### config.mk
export PLATFORM = sky130hd
export DESIGN_NAME = psk_tx_mapper
export DESIGN_NICKNAME = d
export VERILOG_FILES = /design/src/rtl/psk_tx_pkg.sv /design/src/rtl/psk_tx_fifo.sv /design/src/rtl/psk_tx_mapper.sv
export SDC_FILE = /design/constraint.sdc
export NUM_CORES = 1
export LEC_CHECK = 0
export BUFFER_PORTS_ARGS = -buffer_cell sky130_fd_sc_hd__buf_2
export CAP_MARGIN = 20
export CORE_AREA = 4 4 63 65
export DETAILED_ROUTE_END_ITERATION = 10
export DIE_AREA = 0 0 67 69
export PLACE_DENSITY_LB_ADDON = 0.3
export SYNTH_ARGS = -nofsm -noshare
export SYNTH_HDL_FRONTEND = slang
export SYNTH_HIERARCHICAL = 1
export SYNTH_SLANG_ARGS = --single-unit
### constraint.sdc
create_clock -name clk_16M384 -period 2.05 [get_ports clk_16M384]
set_input_delay 0 -clock clk_16M384 [delete_from_list [all_inputs] [get_ports clk_16M384]]
set_output_delay 0 -clock clk_16M384 [all_outputs]
set_load 0.05 [all_outputs]
### src/rtl/psk_tx_pkg.sv
// -----------------------------------------------------------------------------
// psk_tx_pkg
// Shared types and helpers for the PSK transmit mapper:
//   - state_e  : transmit FSM states (IDLE, PRE, DATA)
//   - iq_t     : one signed 12-bit I/Q sample pair
//   - DEF_*    : default SPS / AMP / FIFO depth
//   - gray_map : pure Gray mapping of a 2-bit symbol onto the +/-amp grid
// -----------------------------------------------------------------------------
package psk_tx_pkg;

  localparam int DEF_SPS        = 32;
  localparam int DEF_AMP        = 1024;
  localparam int DEF_FIFO_DEPTH = 4;

  typedef enum logic [1:0] {
    ST_IDLE = 2'd0,
    ST_PRE  = 2'd1,
    ST_DATA = 2'd2
  } state_e;

  typedef struct packed {
    logic signed [11:0] i;
    logic signed [11:0] q;
  } iq_t;

  // BPSK carries bit 0 on I only; QPSK puts bit 1 on I and bit 0 on Q.
  // A set bit selects the negative rail.
  function automatic iq_t gray_map(input logic [1:0]         bits,
                                   input logic               is_bpsk,
                                   input logic signed [11:0] amp);
    iq_t r;
    if (is_bpsk) begin
      r.i = bits[0] ? -amp : amp;
      r.q = '0;
    end else begin
      r.i = bits[1] ? -amp : amp;
      r.q = bits[0] ? -amp : amp;
    end
    return r;
  endfunction

endpackage

### src/rtl/psk_tx_fifo.sv
// -----------------------------------------------------------------------------
// psk_tx_fifo
// Synchronous 2-bit symbol FIFO. Pointers carry one extra wrap bit so that
// full and empty are distinguished without a separate occupancy counter.
// Storage is written and read through one-hot entry selects.
//   i_clk       clock
//   i_rst_n     synchronous active-low reset (pointers only)
//   i_wr_en     push i_wr_data (ignored while full)
//   i_wr_data   symbol to store
//   i_rd_en     pop the head entry (ignored while empty)
//   o_rd_data   head entry (valid while !o_empty)
//   o_full      DEPTH entries stored
//   o_empty     no entries stored
// -----------------------------------------------------------------------------
module psk_tx_fifo #(
  parameter int DEPTH = 4
) (
  input  logic       i_clk,
  input  logic       i_rst_n,
  input  logic       i_wr_en,
  input  logic [1:0] i_wr_data,
  input  logic       i_rd_en,
  output logic [1:0] o_rd_data,
  output logic       o_full,
  output logic       o_empty
);

  localparam int AW = $clog2(DEPTH);

  logic [AW:0]       r_wr_ptr;
  logic [AW:0]       r_rd_ptr;
  // NOTE: storage has no reset; only the pointers define which entries are live.
  logic [1:0]        r_mem [DEPTH];
  logic [DEPTH-1:0]  w_wr_sel;
  logic [DEPTH-1:0]  w_rd_sel;
  logic              w_push;
  logic              w_pop;

  assign o_empty  = (r_wr_ptr == r_rd_ptr);
  assign o_full   = (r_wr_ptr[AW] != r_rd_ptr[AW]) &&
                    (r_wr_ptr[AW-1:0] == r_rd_ptr[AW-1:0]);
  assign w_push   = i_wr_en && !o_full;
  assign w_pop    = i_rd_en && !o_empty;
  assign w_wr_sel = {{(DEPTH-1){1'b0}}, 1'b1} << r_wr_ptr[AW-1:0];
  assign w_rd_sel = {{(DEPTH-1){1'b0}}, 1'b1} << r_rd_ptr[AW-1:0];

  always_comb begin
    o_rd_data = '0;
    for (int k = 0; k < DEPTH; k++) begin
      if (w_rd_sel[k]) o_rd_data |= r_mem[k];
    end
  end

  always_ff @(posedge i_clk) begin
    for (int k = 0; k < DEPTH; k++) begin
      if (w_push && w_wr_sel[k]) r_mem[k] <= i_wr_data;
    end
  end

  // NOTE: state registers use non-blocking assignments so every flop samples pre-edge values.
  always_ff @(posedge i_clk) begin
    if (!i_rst_n) begin
      r_wr_ptr <= '0;
      r_rd_ptr <= '0;
    end else begin
      if (w_push) r_wr_ptr <= r_wr_ptr + 1'b1;
      if (w_pop)  r_rd_ptr <= r_rd_ptr + 1'b1;
    end
  end

endmodule

### src/rtl/psk_tx_mapper.sv
// -----------------------------------------------------------------------------
// psk_tx_mapper
// Baseband BPSK/QPSK transmit mapper. Symbols arrive over valid/ready, are
// buffered in psk_tx_fifo, Gray-mapped to +/-AMP and each held for SPS cycles.
// Optional macro PSK_TX_PREAMBLE_EN: every start from IDLE first sends PRE_LEN
// alternating symbols (00, 11, 00, ...) before FIFO data.
//   clk_16M384    sole clock
//   rst_n_16M384  synchronous active-low reset
//   is_bpsk       1 = BPSK (bit 0 only), sampled at each symbol load
//   in_bits/in_vld/in_rdy  symbol input handshake, in_rdy = FIFO not full
//   DAC_I/DAC_Q   signed sample of the symbol on air (0 when idle)
//   DAC_bits      symbol on air (bit 1 forced to 0 in BPSK)
//   DAC_vld       DAC_I/DAC_Q carry a symbol
//   underrun      pulse on a DATA boundary that finds the FIFO empty
// -----------------------------------------------------------------------------
module psk_tx_mapper
  import psk_tx_pkg::*;
#(
  parameter int SPS        = DEF_SPS,
  parameter int AMP        = DEF_AMP,
  parameter int FIFO_DEPTH = DEF_FIFO_DEPTH
`ifdef PSK_TX_PREAMBLE_EN
  ,
  parameter int PRE_LEN    = 16
`endif
) (
  input  logic               clk_16M384,
  input  logic               rst_n_16M384,
  input  logic               is_bpsk,
  input  logic [1:0]         in_bits,
  input  logic               in_vld,
  output logic               in_rdy,
  output logic signed [11:0] DAC_I,
  output logic signed [11:0] DAC_Q,
  output logic [1:0]         DAC_bits,
  output logic               DAC_vld,
  output logic               underrun
);

  localparam int                 CW    = $clog2(SPS);
  localparam logic signed [11:0] AMP12 = 12'(AMP);

  state_e        r_state;
  state_e        w_next_state;
  logic [CW-1:0] r_cnt;
  iq_t           r_iq;
  logic [1:0]    r_bits;
  logic          r_vld;

  logic          w_boundary;
  logic          w_empty;
  logic          w_full;
  logic          w_pop;
  logic          w_load;
  logic          w_clear;
  logic [1:0]    w_load_bits;
  logic [1:0]    w_fifo_data;

`ifdef PSK_TX_PREAMBLE_EN
  localparam int PW = $clog2(PRE_LEN) + 1;
  logic [PW-1:0] r_pre_idx;
`endif

  psk_tx_fifo #(
    .DEPTH (FIFO_DEPTH)
  ) u_fifo (
    .i_clk     (clk_16M384),
    .i_rst_n   (rst_n_16M384),
    .i_wr_en   (in_vld),
    .i_wr_data (in_bits),
    .i_rd_en   (w_pop),
    .o_rd_data (w_fifo_data),
    .o_full    (w_full),
    .o_empty   (w_empty)
  );

  assign in_rdy     = !w_full;
  assign w_boundary = (r_cnt == CW'(SPS - 1));
  // Empty is the registered FIFO state, so a write landing on this very
  // boundary cannot rescue the symbol stream.
  assign underrun   = (r_state == ST_DATA) && w_boundary && w_empty;

  // NOTE: every always_comb output gets a default first, so no latch is inferred.
  always_comb begin
    w_next_state = r_state;
    w_load       = 1'b0;
    w_pop        = 1'b0;
    w_clear      = 1'b0;
    w_load_bits  = w_fifo_data;
    case (r_state)
      ST_IDLE: begin
        if (!w_empty) begin
          w_load = 1'b1;
`ifdef PSK_TX_PREAMBLE_EN
          w_next_state = ST_PRE;
          w_load_bits  = 2'b00;
`else
          w_next_state = ST_DATA;
          w_pop        = 1'b1;
`endif
        end
      end
`ifdef PSK_TX_PREAMBLE_EN
      ST_PRE: begin
        if (w_boundary) begin
          w_load = 1'b1;
          if (r_pre_idx == PW'(PRE_LEN - 1)) begin
            w_next_state = ST_DATA;
            w_pop        = 1'b1;
          end else begin
            // Next preamble index is r_pre_idx+1: odd -> 11, even -> 00.
            w_load_bits = r_pre_idx[0] ? 2'b00 : 2'b11;
          end
        end
      end
`endif
      ST_DATA: begin
        if (w_boundary) begin
          if (w_empty) begin
            w_next_state = ST_IDLE;
            w_clear      = 1'b1;
          end else begin
            w_load = 1'b1;
            w_pop  = 1'b1;
          end
        end
      end
      default: begin
        w_next_state = ST_IDLE;
        w_clear      = 1'b1;
      end
    endcase
  end

  always_ff @(posedge clk_16M384) begin
    if (!rst_n_16M384) begin
      r_state <= ST_IDLE;
      r_cnt   <= '0;
      r_iq    <= '0;
      r_bits  <= '0;
      r_vld   <= 1'b0;
    end else begin
      r_state <= w_next_state;
      if (w_load) begin
        r_iq   <= gray_map(w_load_bits, is_bpsk, AMP12);
        r_bits <= is_bpsk ? {1'b0, w_load_bits[0]} : w_load_bits;
        r_vld  <= 1'b1;
      end else if (w_clear) begin
        r_iq   <= '0;
        r_bits <= '0;
        r_vld  <= 1'b0;
      end
      // The counter idles at 0 so the first sample after a start is cnt 0.
      if (r_state == ST_IDLE || w_clear || w_boundary) begin
        r_cnt <= '0;
      end else begin
        r_cnt <= r_cnt + 1'b1;
      end
    end
  end

`ifdef PSK_TX_PREAMBLE_EN
  always_ff @(posedge clk_16M384) begin
    if (!rst_n_16M384 || r_state != ST_PRE) begin
      r_pre_idx <= '0;
    end else if (w_boundary) begin
      r_pre_idx <= r_pre_idx + 1'b1;
    end
  end
`endif

  assign DAC_I    = r_iq.i;
  assign DAC_Q    = r_iq.q;
  assign DAC_bits = r_bits;
  assign DAC_vld  = r_vld;

endmodule

* Word-level counts from Yosys, hierarchy flattened
Memory sizes are Yosys's and may differ from the RTL's.
Index checks and enable logic that the tools add are counted.
** Cells by class
- $add $sub $neg :: 3
- Eq/ne operators :: 8
- Shifts and indexed selects :: 2
- Multiplexer cells :: 32
- Bitwise logic cells :: 4
- Reductions and logical operators :: 17
** Operators by type and width (count)
- $mux W24 :: 3
- $mux W12 :: 2
- $mux W2 :: 10
- $mux W1 :: 14
- $logic_and A1 B1 Y1 :: 9
- $shl A1 B2 Y4 const A :: 2
- $add A3 B1 Y3 const B :: 2
- $or A2 B2 Y2 :: 3
- $add A5 B1 Y5 const B :: 1
- $eq A5 B5 Y1 const B :: 1
- $ne A2 B2 Y1 const B :: 2
- $pmux W1 S2 :: 2
- $pmux W2 S2 :: 1
- $eq A3 B3 Y1 :: 1
- $reduce_and A3 Y1 :: 1
- $eq A2 B2 Y1 :: 1
- $eq A2 B2 Y1 const B :: 1
- $logic_not A1 Y1 :: 2
- $logic_not A2 Y1 :: 1
- $logic_or A1 B1 Y1 :: 2
- $ne A2 B1 Y1 const B :: 1
- $reduce_bool A2 Y1 :: 1
- $reduce_or A2 Y1 :: 1
- $ne A1 B1 Y1 :: 1
- $not A1 Y1 :: 1
** Storage, ports and cells
- Register bits after elaboration :: 40
- Memory bits (writable) :: 8
- Bits of input ports :: 6
- Output and inout port bits :: 29
- Logic and storage cells :: 75
- Memories kept :: 1
** Memories
- u_fifo.r_mem :: words 4, width 2, read ports 4, clocked after memory_dff 0, wr ports 4, RTL line psk_tx_fifo.sv:33 : logic [1:0] r_mem [DEPTH];

* Logic depth before layout (Yosys ltp)
Gate-level depths: netlist of the first run.
- Depth after elaboration :: 11
- Mapped depth :: 9
- Depth with buffers taken out :: 8

* Cells and area by module
The synthesis of the first run kept the hierarchy.
** Modules (own cells, without submodules)
- psk_tx_fifo :: instances 1, cells each 88, area an instance 867.1 um^2, sequential area each 360.3 um^2
- psk_tx_mapper :: instances 1, cells each 85, area an instance 733.2 um^2, sequential area each 240.2 um^2

* Worst setup path after synthesis of the first run
OpenSTA, ideal clock, no wires.
- Kind :: reg2reg
- From :: reg r_cnt[0]
- To :: reg u_fifo.r_rd_ptr[2]
- Setup time :: 74 ps
- Data arrival time :: 1913 ps
- Required time :: 1976 ps
- Setup slack :: 63 ps
- Cell stages (with the launch flop) :: 10
- Buffers on the path :: 1
- Clock period less this slack :: 1987 ps
- Cell sequence :: dfxtp_1 > ha_1 > and3_1 > ha_1 > nor2b_4 > buf_6 > nor2_1 > nand2_1 > or4_1 > a31oi_1
** On the way
- Word-level cells in the longest chain between the ends :: 4
** Ends and longest elaborated chain
- start, declared :: RTL line psk_tx_mapper.sv:45 : logic [CW-1:0] r_cnt;
- start signal, assigned :: RTL line psk_tx_mapper.sv:157 : r_cnt <= r_cnt + 1'b1;
- $eq A5 B5 Y1 :: RTL line psk_tx_mapper.sv:78 : assign w_boundary = (r_cnt == CW'(SPS - 1));
- $mux W1
- $pmux W1 S2
- named net w_load :: RTL line psk_tx_mapper.sv:54 : logic w_load;
- $logic_and A1 B1 Y1 :: RTL line psk_tx_fifo.sv:43 : assign w_pop = i_rd_en && !o_empty;
- end signal, assigned :: RTL line psk_tx_fifo.sv:67 : if (w_pop) r_rd_ptr <= r_rd_ptr + 1'b1;
- end, declared :: RTL line psk_tx_fifo.sv:31 : logic [AW:0] r_rd_ptr;
The timed path passes the listed nets, and every way through them passes these cells.
A chain may end at the register's enable or synchronous reset.

* Worst setup path after layout of the first run
Same ends and word-level chain as after synthesis.

==> results.py, run 1 <==
metrics = {
    "route": {
        "dr.pass1.iters": 5,
        "via_count": 1256,
        "routed_wirelength_um": 3110,
        "drtIter0Drc": 69,
        "wire_per_inst_um": 12.8,
        "ant_nets": 0,
        "drc": 0,
        "avgViaCountPerCell": 5.17,
    },
    "cts": {
        "clk_latency_ns": 0.33,
        "cts_buffers": 3,
        "cts_max_path_buffers": 2,
        "path_clk_slew_ns": 0.14,
        "post_cts_buffers": 0,
        "htree_num_levels": 1,
        "cts.sinks": 26,
        "cts_root_buf": "clkbuf_4",
        "cts_tree": "done",
    },
    "synth": {
        "synth_common_cells": "21 x buf_4, 18 x dfxtp_1, 13 x inv_1, 12 x nor2_1, 11 x nand2_1",
        "yosysMostFrequentCell": "buf_4",
        "ys_warn_count": 6,
        "ys_types": 43,
        "netlist.area_leader.share": 0.225,
        "synth_top_area_cell": "dfxtp_1",
        "ys_seq_area_frac": 0.375,
        "synth_edf_count": 8,
        "ys_top_cells_by_area": "dfxtp_1 23%, edfxtp_1 15%, buf_4 9.9%",
        "ys_ff_latch": 26,
        "avgSynthCellArea_um2": 9.25,
        "synth-main-ff-cell": "dfxtp_1",
        "async_reset_ff_frac": 0,
        "synthCells": 173,
        "syn_area_um2": 1600,
    },
    "critical_path": {
        "crit_top_cell": "ha_1",
        "crit_fanout": 6,
        "path_class": "reg -> reg",
        "worst_setup_path_start_kind": "flip-flop",
        "cpPeakStageDelay_ns": 0.40,
        "critPathSlowestCell": "or4_1",
        "cp.arrival_ns": 2.23,
        "path_cells": "ha_1 > and3_1 > ha_1 > nor2b_4 > nor2_2 > nand2_1 > or4_1 > a31oi_1",
        "cp.required_ns": 2.31,
        "endpoint_kind": "flip-flop",
    },
    "floorplan": {
        "ios": 35,
        "die_area_um2": 4620,
        "num_rows": 21,
        "die_h_um": 69,
        "initial_core_util": 0.480,
        "core-area_um2": 3340,
        "fp.dieW_um": 67,
    },
    "layout": {
        "drive_gt1_frac": 0.198,
        "nets": 214,
        "syn_to_final_growth_pct": 9.54,
        "antennaDiodeCount": 0,
    },
    "pwr": {
        "power_density_nw_per_um2": 1100,
        "fin_total_pwr_mw": 1.92,
        "peakVddDrop_v": 0.000346,
        "p_leak_nw": 0.771,
    },
    "global_route": {
        "antenna_found_initial": 0,
        "grt_usage": 0.141,
        "grt-ovfl-total": 0,
        "grt_pass1_vias": 1214,
        "grt_pass1_wl_um": 5240,
        "grt_max_degree": 16,
    },
    "timing": {
        "final.min_clock_period_ns": 1.97,
        "finalSetupViolCount": 0,
        "fmax_mhz": 507,
        "hold_violations": 0,
        "fin_crit_sh": 0.962,
        "drv_slew": 0,
        "rsz0062_at_grt": "true",
        "fin_skew_ns": 0.00551,
        "fin_tns_setup_ns": 0,
    },
    "placed_design": {
        "io_buffers": 14,
        "gp_congestion": 0.845,
        "hpwl_um": 2460,
    },
    "hold_path": {
        "min_path_type": "in -> reg",
    },
    "flow_run": {
        "cap_violations": 0,
    },
    "run_status": {
        "outcome": "completed",
    },
}
## flip-flops by register name, indices dropped and copies added, names as in the netlist
register,cells
DAC_I,2
DAC_Q,2
r_cnt,5
r_state,1
u_fifo/r_mem,8
u_fifo/r_rd_ptr,3
u_fifo/r_wr_ptr,3
DAC_bits,2
## placed cells by master, fill, tap and decap left out, types with 3 or more instances in the layout
master	instances
a21oi_1	6
a22oi_1	5
a31oi_1	3
and2_1	5
and3_1	3
buf_2	14
buf_4	10
clkbuf_4	3
conb_1	20
dfxtp_1	15
dfxtp_2	3
dlygate4sd3_1	3
edfxtp_1	8
ha_1	10
inv_1	13
nand2_1	11
nand3_1	5
nor2_1	11
o211ai_1	4
o21ai_0	7
xnor2_1	4
xor2_1	3
## layer usage
metal / up-vias / wire [um] / GRT usage
li1: 613 / - / -
met1: 599 / 1290 / 0.159
met2: 42 / 1600 / 0.260
met3: 2 / 189 / 0.0244
met4: 0 / 27 / 0.0428
met5: - / 0 / 0
## timing repair
action,CTS,global route
hold buffers,3,0
hold endpoints to repair,9,0
pin swaps,0,0
endpoints found under the setup margin,1,3
cloned,0,0
resized for setup,1,3
## power by group
part           leakage, nW  switching, mW  internal (mW)  total, mW
clock               0.0210          0.153          0.109      0.262
combinational        0.529          0.636          0.328      0.963
sequential           0.222         0.0787          0.619      0.698
## worst max-delay path, delay by kind of cell, from the launching register on
family	cells	cell delay [ns]
and+or+nand+nor	5	0.95
AOI/OAI and AO/OA	1	0.19
DFF	1	0.38
adders and majority gates	2	0.40
## stage by stage
stage / hold WS, ns / worst slack, ns / cells / cell area [um2] / util
after floorplan: 0.0989 / 0.0632 / 192 / 1670 / -
after global routing: 0.0470 / -0.0305 / 243 / 1750 / 0.525
after detailed placement: 0.230 / -0.0279 / 236 / 1680 / 0.504
after global placement: 0.219 / 0.129 / 236 / 1680 / 0.504
final: 0.0349 / 0.0772 / 243 / 1750 / 0.525
after CTS: 0.0295 / 0.0515 / 243 / 1750 / 0.524
## kinds of logic (layout without fill, tap and decap cells)
kind of cell	Yosys count	count (layout)	share of synthesized area
AND/OR/NAND/NOR	53	53	0.185
other	1	20	0.00234
multiplexers	2	2	0.0164
buffers and inverters	39	44	0.152
adder cells (fa/ha/maj)	10	10	0.0782
XOR/XNOR	8	8	0.0485
flip-flops	26	26	0.375
AO/OA/AOI/OAI	34	34	0.143
## worst paths after layout
check,start,endpoint,slack [ns],cells past startpoint
max,r_cnt[0],u_fifo/r_rd_ptr[2],0.08,8
min,in_vld,u_fifo/r_wr_ptr[1],0.03,3
max reg2reg,r_cnt[0],u_fifo/r_rd_ptr[2],0.08,8
min reg2reg,r_cnt[0],r_cnt[0],0.44,1
## area by class of cell
class                      count  area, um2
fill                         321       1580
multi-input combinational    127        831
sequential                    26        604
timing repair buffer          27        175
tap                           46       57.6
inverter                      13       48.8
clock buffer                   4       36.3
Power figures use the tool's default switching activity.
==> run 2: changes to the inputs <==
==> constraint.sdc (replaced) <==
create_clock -name clk_16M384 -period 2.05 [get_ports clk_16M384]
set_input_delay 0.5125 -clock clk_16M384 [delete_from_list [all_inputs] [get_ports clk_16M384]]
set_output_delay 0.5125 -clock clk_16M384 [all_outputs]
set_load 0.05 [all_outputs]
==> results.py, run 2 (synthesis results as in run 1) <==
metrics = {
    "pwr": {
        "power_density_nw_per_um2": 1080,
        "peakVddDrop_v": 0.000349,
        "p_leak_nw": 0.789,
    },
    "critical_path": {
        "reg2reg_depth": 7,
        "path_cells": "ha_4 > and3_4 > ha_4 > nand2_4 > nor2_4 > buf_8",
        "worst_setup_path_start_kind": "flip-flop",
        "critPathSlowestCell": "dfxtp_2",
        "cp.required_ns": 1.54,
        "cp.depth": 6,
        "cpPeakStageDelay_ns": 0.38,
        "path_class": "reg -> out",
        "crit_top_cell": "ha_4",
        "cp_top_family": "flip-flops",
        "cp.arrival_ns": 1.47,
        "crit_fanout": 4,
        "path_buf_inv": 1,
        "endpoint_kind": "output pin",
    },
    "layout": {
        "largest_reg_flops": 8,
        "multi_input_area_um2": 916,
        "drive_gt1_frac": 0.268,
        "regArea_um2": 612,
        "antennaDiodeCount": 0,
        "final_cell_mix": "20 x conb_1, 14 x buf_4, 13 x dfxtp_1, 13 x inv_1, 13 x buf_2",
        "final_common_cell": "conb_1",
        "regMostFlops": "u_fifo/r_mem",
        "nets": 215,
        "top_regs": "u_fifo/r_mem x8, r_cnt x5",
        "syn_to_final_growth_pct": 15.3,
        "layout.cells.non_filler": 244,
        "nFillCells": 321,
    },
    "placed_design": {
        "gp_congestion": 0.864,
        "dp_slack_ns": 0.0711,
        "hpwl_um": 2510,
        "io_buffers": 14,
        "dp_cells": 237,
    },
    "global_route": {
        "grt_pass1_vias": 1235,
        "antenna_found_initial": 0,
        "grt_usage": 0.144,
        "grt_max_degree": 16,
        "grt_pass1_wl_um": 5290,
        "grt-ovfl-total": 0,
    },
    "cts": {
        "htree_num_levels": 1,
        "cts.sinks": 26,
        "cts_root_buf": "clkbuf_4",
        "cts_buffers": 3,
        "ctsHoldBuffers": 0,
        "cts_max_path_buffers": 2,
        "clk_latency_ns": 0.31,
        "cts_tree": "done",
        "path_clk_slew_ns": 0.13,
    },
    "route": {
        "ant_nets": 0,
        "wire_per_inst_um": 13.5,
        "avgViaCountPerCell": 5.16,
        "route.met2.wl_um": 1740,
        "drc": 0,
        "top_layer_used": "met4",
        "drtIter0Drc": 75,
        "routed_wirelength_um": 3280,
        "via_count": 1260,
        "met3_length_um": 191,
        "drt-met1-wl_um": 1290,
        "dr.pass1.iters": 4,
    },
    "floorplan": {
        "core-area_um2": 3340,
        "die_area_um2": 4620,
        "num_rows": 21,
        "ios": 35,
        "die_h_um": 69,
        "initial_core_util": 0.480,
        "fp.dieW_um": 67,
    },
    "timing": {
        "drv_slew": 0,
        "whs_ns": 0.417,
        "finalSetupViolCount": 0,
        "hold_violations": 0,
        "final.min_clock_period_ns": 1.99,
        "worst_slack_ns": 0.0634,
        "rsz0062_at_grt": "true",
        "fin_crit_sh": 0.969,
        "fin_skew_ns": 0.00393,
        "fmax_mhz": 503,
    },
    "run_status": {
        "outcome": "completed",
    },
    "flow_run": {
        "cap_violations": 0,
    },
    "hold_path": {
        "hold_depth": 1,
        "min_path_type": "in -> reg",
    },
}
## run 2: changes by cell type in the layout (fill, tap and decap cells not counted), sizes merged
cell / delta
clkinv: +1
clkbuf: -1
buf: +4
dlygate4sd3: -3
## run 2: path summary, 6_finish.rpt
| check | startpoint | end | slack, ns |
|---|---|---|---|
| worst min register to register | DAC_bits[1] | DAC_bits[1] | 0.50 |
| worst max register to register | u_fifo/r_wr_ptr[2] | u_fifo/r_rd_ptr[2] | 0.13 |
| worst max-delay path | r_cnt[0] | underrun | 0.06 |
| worst min-delay path | in_bits[0] | u_fifo/r_mem[0][0] | 0.42 |
## run 2: cell type report
type,count,share of cell area
Sequential cell,26,0.332
Clock buffer,3,0.0122
Timing Repair Buffer,28,0.100
Inverter,13,0.0264
Clock inverter,1,0.00203
Tap cell,46,0.0312
Multi-Input combinational cell,127,0.496
## run 2: timing repair
action | 4_1_cts | 5_1_grt
setup endpoints to repair | 1 | 2
gates resized for setup | 13 | 11
setup buffers | 1 | 2
pin swaps | 0 | 1
## run 2: through the flow
| step | utilization | total power, mW | instance area, um2 | setup TNS, ns |
|---|---|---|---|---|
| 2_1_floorplan | - | 1.49 | 1680 | 0 |
| 3_3_place_gp | 0.508 | 1.66 | 1700 | 0 |
| 3_5_place_dp | 0.508 | 1.70 | 1700 | 0 |
| 4_1_cts | 0.531 | 1.94 | 1770 | 0 |
| 5_1_grt | 0.553 | 2.14 | 1850 | -0.0149 |
| 6_report | 0.553 | 2.00 | 1850 | 0 |
## run 2: metal layers
| layer | GRT usage | vias to the layer above |
|---|---|---|
| met5 | 0 | - |
| met4 | 0.0698 | 0 |
| met3 | 0.0244 | 6 |
| met2 | 0.254 | 42 |
| met1 | 0.160 | 597 |
| li1 | - | 615 |
## run 2: power by group
part / switching (mW) / internal [mW] / total (mW)
registers: 0.0813 / 0.623 / 0.705
clock network: 0.140 / 0.0711 / 0.212
logic: 0.691 / 0.389 / 1.08
total: 0.913 / 1.08 / 2.00
